===== config.mk =====
export PLATFORM = sky130hd
export DESIGN_NAME = core_id_reg_file_mp
export DESIGN_NICKNAME = d
export VERILOG_FILES = /design/src/rtl/core_id_reg_file_mp.sv
export SDC_FILE = /design/constraint.sdc
export NUM_CORES = 1
export LEC_CHECK = 0
export CORE_MARGIN = 10
export CORE_UTILIZATION = 28
export DETAILED_ROUTE_END_ITERATION = 6
export SYNTH_ARGS = -nofsm -noshare
export SYNTH_HDL_FRONTEND = slang
export SYNTH_SLANG_ARGS = --single-unit

===== constraint.sdc =====
create_clock -name clk -period 4.27 [get_ports clk]
set_clock_uncertainty 0.05 [all_clocks]
set_input_delay 0.854 -clock clk [delete_from_list [all_inputs] [get_ports clk]]
set_output_delay 0.854 -clock clk [all_outputs]
set_load 0.1 [all_outputs]

===== src/rtl/core_id_reg_file_mp.sv =====
`default_nettype none
// ============================================================================
// Module      : core_id_reg_file_mp
// Description : Multi-read-port register file with a per-entry scoreboard.
//               After reset an INIT sequence zeroes every entry, one per cycle.
//               Then the RUN state serves one write port, NUM_RD read ports
//               (one-cycle latency) and issue/write-back busy tracking.
//               The optional macro CORE_REG_FILE_BYPASS_EN forwards a
//               same-cycle write to a read of the same address.
// Revision    : 1.0 - initial release
// ============================================================================
module core_id_reg_file_mp #(
    parameter int DATA_W   = 32,
    parameter int ADDR_W   = 5,
    parameter int NUM_RD   = 2,
    parameter int ZERO_REG = 1
) (
    input  logic                       clk,
    input  logic                       rst,
    input  logic [NUM_RD*ADDR_W-1:0]   rd_addr,
    input  logic [NUM_RD-1:0]          rd_en,
    output logic [NUM_RD*DATA_W-1:0]   rd_data,
    output logic [NUM_RD-1:0]          rd_busy,
    input  logic [ADDR_W-1:0]          wr_addr,
    input  logic [DATA_W-1:0]          wr_data,
    input  logic                       wr_en,
    input  logic                       sb_set_en,
    input  logic [ADDR_W-1:0]          sb_set_addr,
    output logic                       init_done
);

    localparam int              DEPTH  = 1 << ADDR_W;
    localparam logic [ADDR_W-1:0] c_LAST = {ADDR_W{1'b1}};
    localparam bit              c_ZERO = (ZERO_REG != 0);

`ifdef CORE_REG_FILE_BYPASS_EN
    localparam bit c_BYPASS = 1'b1;
`else
    localparam bit c_BYPASS = 1'b0;
`endif

    typedef enum logic [0:0] {
        ST_INIT = 1'b0,
        ST_RUN  = 1'b1
    } state_t;

    state_t              r_state;
    state_t              w_state_next;
    logic [ADDR_W-1:0]   r_cnt;
    logic [ADDR_W-1:0]   w_cnt_next;

    logic                w_run;
    logic                w_wr_ok;
    logic                w_set_ok;

    logic [DATA_W-1:0]   r_mem [DEPTH];
    logic [DEPTH-1:0]    r_sb;
    logic [DEPTH-1:0]    w_sb_next;

    // State and clear-counter register
    always_ff @(posedge clk) begin
        if (rst) begin
            r_state <= ST_INIT;
            r_cnt   <= '0;
        end else begin
            r_state <= w_state_next;
            r_cnt   <= w_cnt_next;
        end
    end

    // Next-state logic: walk the counter through every entry, then run
    always_comb begin
        w_state_next = r_state;
        w_cnt_next   = r_cnt;
        case (r_state)
            ST_INIT: begin
                w_cnt_next = r_cnt + 1'b1;
                if (r_cnt == c_LAST) begin
                    w_state_next = ST_RUN;
                end
            end
            ST_RUN: begin
                w_state_next = ST_RUN;
            end
            default: begin
                w_state_next = ST_INIT;
            end
        endcase
    end

    assign w_run     = (r_state == ST_RUN);
    assign init_done = w_run;

    // Writes and scoreboard sets are only honoured in RUN; entry 0 drops
    // them when it is hardwired to zero.
    assign w_wr_ok  = w_run && !rst && wr_en
                      && !(c_ZERO && (wr_addr == '0));
    assign w_set_ok = w_run && !rst && sb_set_en
                      && !(c_ZERO && (sb_set_addr == '0));

    // Storage array: INIT zeroes one entry per cycle, RUN takes the write port
    always_ff @(posedge clk) begin
        if (r_state == ST_INIT) begin
            r_mem[r_cnt] <= '0;
        end else if (w_wr_ok) begin
            r_mem[wr_addr] <= wr_data;
        end
    end

    // Scoreboard next value: write-back clears, issue sets, set applied last
    always_comb begin
        w_sb_next = r_sb;
        if (w_wr_ok) begin
            w_sb_next[wr_addr] = 1'b0;
        end
        if (w_set_ok) begin
            w_sb_next[sb_set_addr] = 1'b1;
        end
    end

    // Scoreboard register
    always_ff @(posedge clk) begin
        if (rst) begin
            r_sb <= '0;
        end else begin
            r_sb <= w_sb_next;
        end
    end

    for (genvar gi = 0; gi < NUM_RD; gi++) begin : g_rd
        logic [ADDR_W-1:0] w_addr;
        logic              w_zero;
        logic              w_fwd;
        logic [DATA_W-1:0] w_data;
        logic              w_busy;
        logic [DATA_W-1:0] r_data;
        logic              r_busy;

        assign w_addr = rd_addr[gi*ADDR_W +: ADDR_W];
        assign w_zero = c_ZERO && (w_addr == '0);
        assign w_fwd  = c_BYPASS && w_wr_ok && (wr_addr == w_addr);
        assign w_data = w_zero ? '0 : (w_fwd ? wr_data : r_mem[w_addr]);
        // Busy reflects the bit after this edge's set/clear
        assign w_busy = w_zero ? 1'b0 : w_sb_next[w_addr];

        // Read port register: capture on enable in RUN, otherwise hold
        always_ff @(posedge clk) begin
            if (rst) begin
                r_data <= '0;
                r_busy <= 1'b0;
            end else if (w_run && rd_en[gi]) begin
                r_data <= w_data;
                r_busy <= w_busy;
            end
        end

        assign rd_data[gi*DATA_W +: DATA_W] = r_data;
        assign rd_busy[gi]                  = r_busy;
    end

endmodule
`default_nettype wire


==> out/qor.yml <==
timing:
  finalSetupTns_ns: 0
  clock.fmax_mhz: 296
  hold_viol_final: 0
  maxSlewViolCount: 0
  period_share_pct: 79.1
  rsz0062_at_grt: "no"
  worstMarginPinSlew_ns: 1.18
  final-setup-viol-count: 0
  maxSlewHeadroom_pct: 21.4
  fin_crit_ns: 3.38
floorplan:
  die_y_um: 453
  num_rows: 158
  start_util_pct: 28.2
  ios: 125
  die_area_um2: 205000
  die_width_um: 453
  coreArea_um2: 186000
global_routing:
  antenna_found_initial: 1
  grt_pass1_vias: 34600
  grt_pass1_wl_mm: 246
  grt_use_total_pct: 16.1
  grt_max_degree: 84
  overflow: 0
outcome:
  status: "finished clean"
clock_tree:
  numCtsBuffers: 112
  htree_levels: 3
  cts.sinks: 1128
  cts_setup_buffers: 0
  cts.clk_slew.worst_paths_ns: 0.06
  cts_hold_buf: 0
  cts_tree: "done"
  cts_max_path_buffers: 3
  root_buffer: "clkbuf_16"
  cts.repair.resized: 0
  insertion_delay_ns: 0.74
cells_and_area:
  finalInstanceArea_um2: 62200
  fin_nets: 3633
  layout-drive-gt1-share_pct: 18.9
  final-instance-count-excl-fill: 6147
  final_common_cell: "edfxtp_1"
  layout_common_cells: "1024 x edfxtp_1, 514 x mux2i_1, 257 x o221ai_1, 256 x mux4_2, 181 x a21oi_1"
  syn2layout_area_growth_pct: 18.4
logic_synthesis:
  ys_seq_elements: 1128
  synth_xor_area_share_pct: 0.0334
  ys_seq_area_share_pct: 62.5
  syn_area_um2: 52500
  synthFlopType: "edfxtp_1"
  synth_top_family_by_area: "multiplexers"
  synthCells: 3410
  ys_types: 74
  synth-simple-area-share_pct: 4.30
  synthAdderAreaFrac_pct: 0.0477
  synth.area.mux_share_pct: 20.8
  synth_top_area_share_pct: 58.6
  yosys_warnings: 0
  synth_compound_area_share_pct: 10.0
  syn-num-nets: 3470
  ys_async_sr_fraction_pct: 0
  synth_area_leaders: "edfxtp_1 59%, mux4_2 11%, mux2i_1 9.8%"
  synth-edff-count: 1024
  synth_top_cell_by_area: "edfxtp_1"
  syn_area_per_cell_um2: 15.4
setup_path:
  arrival_ns: 3.72
  worstPathRequired_ns: 4.61
  rr_worst_depth: 9
  cp-start-kind: "register"
  critPathKind: "reg2reg"
  cp-end-kind: "register"
  path_max_fanout: 34
placement:
  post-place-cells: 5939
  dpl-instance-area_um2: 58500
  io_buffers: 124
  hpwlAfterDp_mm: 106
  place_congestion: 0.883
detailed_routing:
  post_drt_wl_per_cell_um: 28.0
  drc_errors: 0
  dr_total_vias: 34700
  drt_first_pass_iters: 6
  ant_nets: 0
  viasPerCell: 5.64
  drt-total-wl_mm: 172
  drt-initial-drc-count: 4007
power:
  power.density_nw_per_um2: 385
  vdd_drop_max_mv: 0.315
  leakage_nw: 18.8
  finalPower_w: 0.0239
min_path:
  whs_path_depth: 2
  hold_class: "in2reg"
job:
  drv_cap: 0
==> layout make-up <==
type,instances,area [um^2]
multi-input cells,1992,18800
inverters,12,47.5
fillers,17600,124000
diodes,1,2.50
flip-flops and latches,1128,32800
repair buffers,327,3770
clock inverters,70,639
well taps,2480,3100
clock buffers,137,3000
==> final timing paths <==
check	start	to	slack (ns)
setup / recovery	init_done$_SDFF_PP0_	r_mem[30][17]$_DFFE_PP_	0.89
setup reg to reg	init_done$_SDFF_PP0_	r_mem[30][17]$_DFFE_PP_	0.89
hold / removal	rst	r_sb[8]$_SDFF_PP0_	0.38
hold reg to reg	g_rd[1].r_data[13]$_SDFFE_PP0P_	g_rd[1].r_data[13]$_SDFFE_PP0P_	0.40
==> report_power, final <==
| part | internal [W] | leakage [nW] | switching [W] |
|---|---|---|---|
| clock network | 0.00553 | 1.78 | 0.00431 |
| registers | 0.0120 | 8.86 | 0.0000547 |
| logic | 0.000729 | 8.20 | 0.00129 |
==> worst max-delay path, stage by stage, from the launching register on <==
cell and delay (ns):
dfxtp_1 0.62, and3b_1 0.27, o21a_2 0.20, buf_4 0.52, o21ai_0 0.17, o21ai_0 0.18
nand2_1 0.13, buf_4 0.24, nor2_4 0.33, buf_12 0.28
==> synthesized netlist by cell type, types with 5 or more instances <==
master and count:
edfxtp_1 1024, mux2i_1 514, o221ai_1 257, mux4_2 256
a21oi_1 183, clkbuf_1 164, nor2_1 138, o22ai_1 129
dfxtp_1 104, nor3_1 103, nand2_1 98, o21ai_0 75
buf_2 70, buf_1 40, and2_1 35, nand3_1 18
a211oi_1 15, o31ai_1 13, nor2b_1 12, inv_1 10
nand2b_1 10, o41ai_1 10, nand4_1 9, o31a_1 8
a31oi_1 7, o21a_1 7, or4_1 6, a311oi_1 5
o211a_1 5
==> layer usage <==
layer / vias to the layer above / GRT usage [%] / share of wire (%)
met5: - / 0 / 0.0075
met4: 2 / 8.07 / 5.2
met3: 375 / 2.70 / 7.9
met2: 1802 / 26.4 / 48
met1: 17900 / 20.5 / 39
li1: 14600 / - / -
==> metrics by stage <==
stage / worst slack [ns] / utilization [%] / hold slack (ns)
after floorplan: 0.0590 / - / 0.395
after global placement: 0.199 / 31.5 / 0.388
after detailed placement: 0.272 / 31.5 / 0.396
after CTS: 0.925 / 33.4 / 0.324
after global routing: 0.859 / 33.4 / 0.374
final: 0.890 / 33.4 / 0.384
==> cell families after synthesis <==
family,Yosys count
multiplexers,771
adder cells (fa/ha/maj),2
AND/OR/NAND/NOR,465
AO/OA/AOI/OAI,752
XOR/XNOR,2
buffers and inverters,290
flip-flops,1128
==> sequential cells by signal, summed over array words and instances (netlist names) <==
register and flops:
g_rd.r_busy 2, g_rd.r_data 64, init_done 1, r_cnt 5
r_mem 1024, r_sb 32
(Power assumes the default switching activity.)
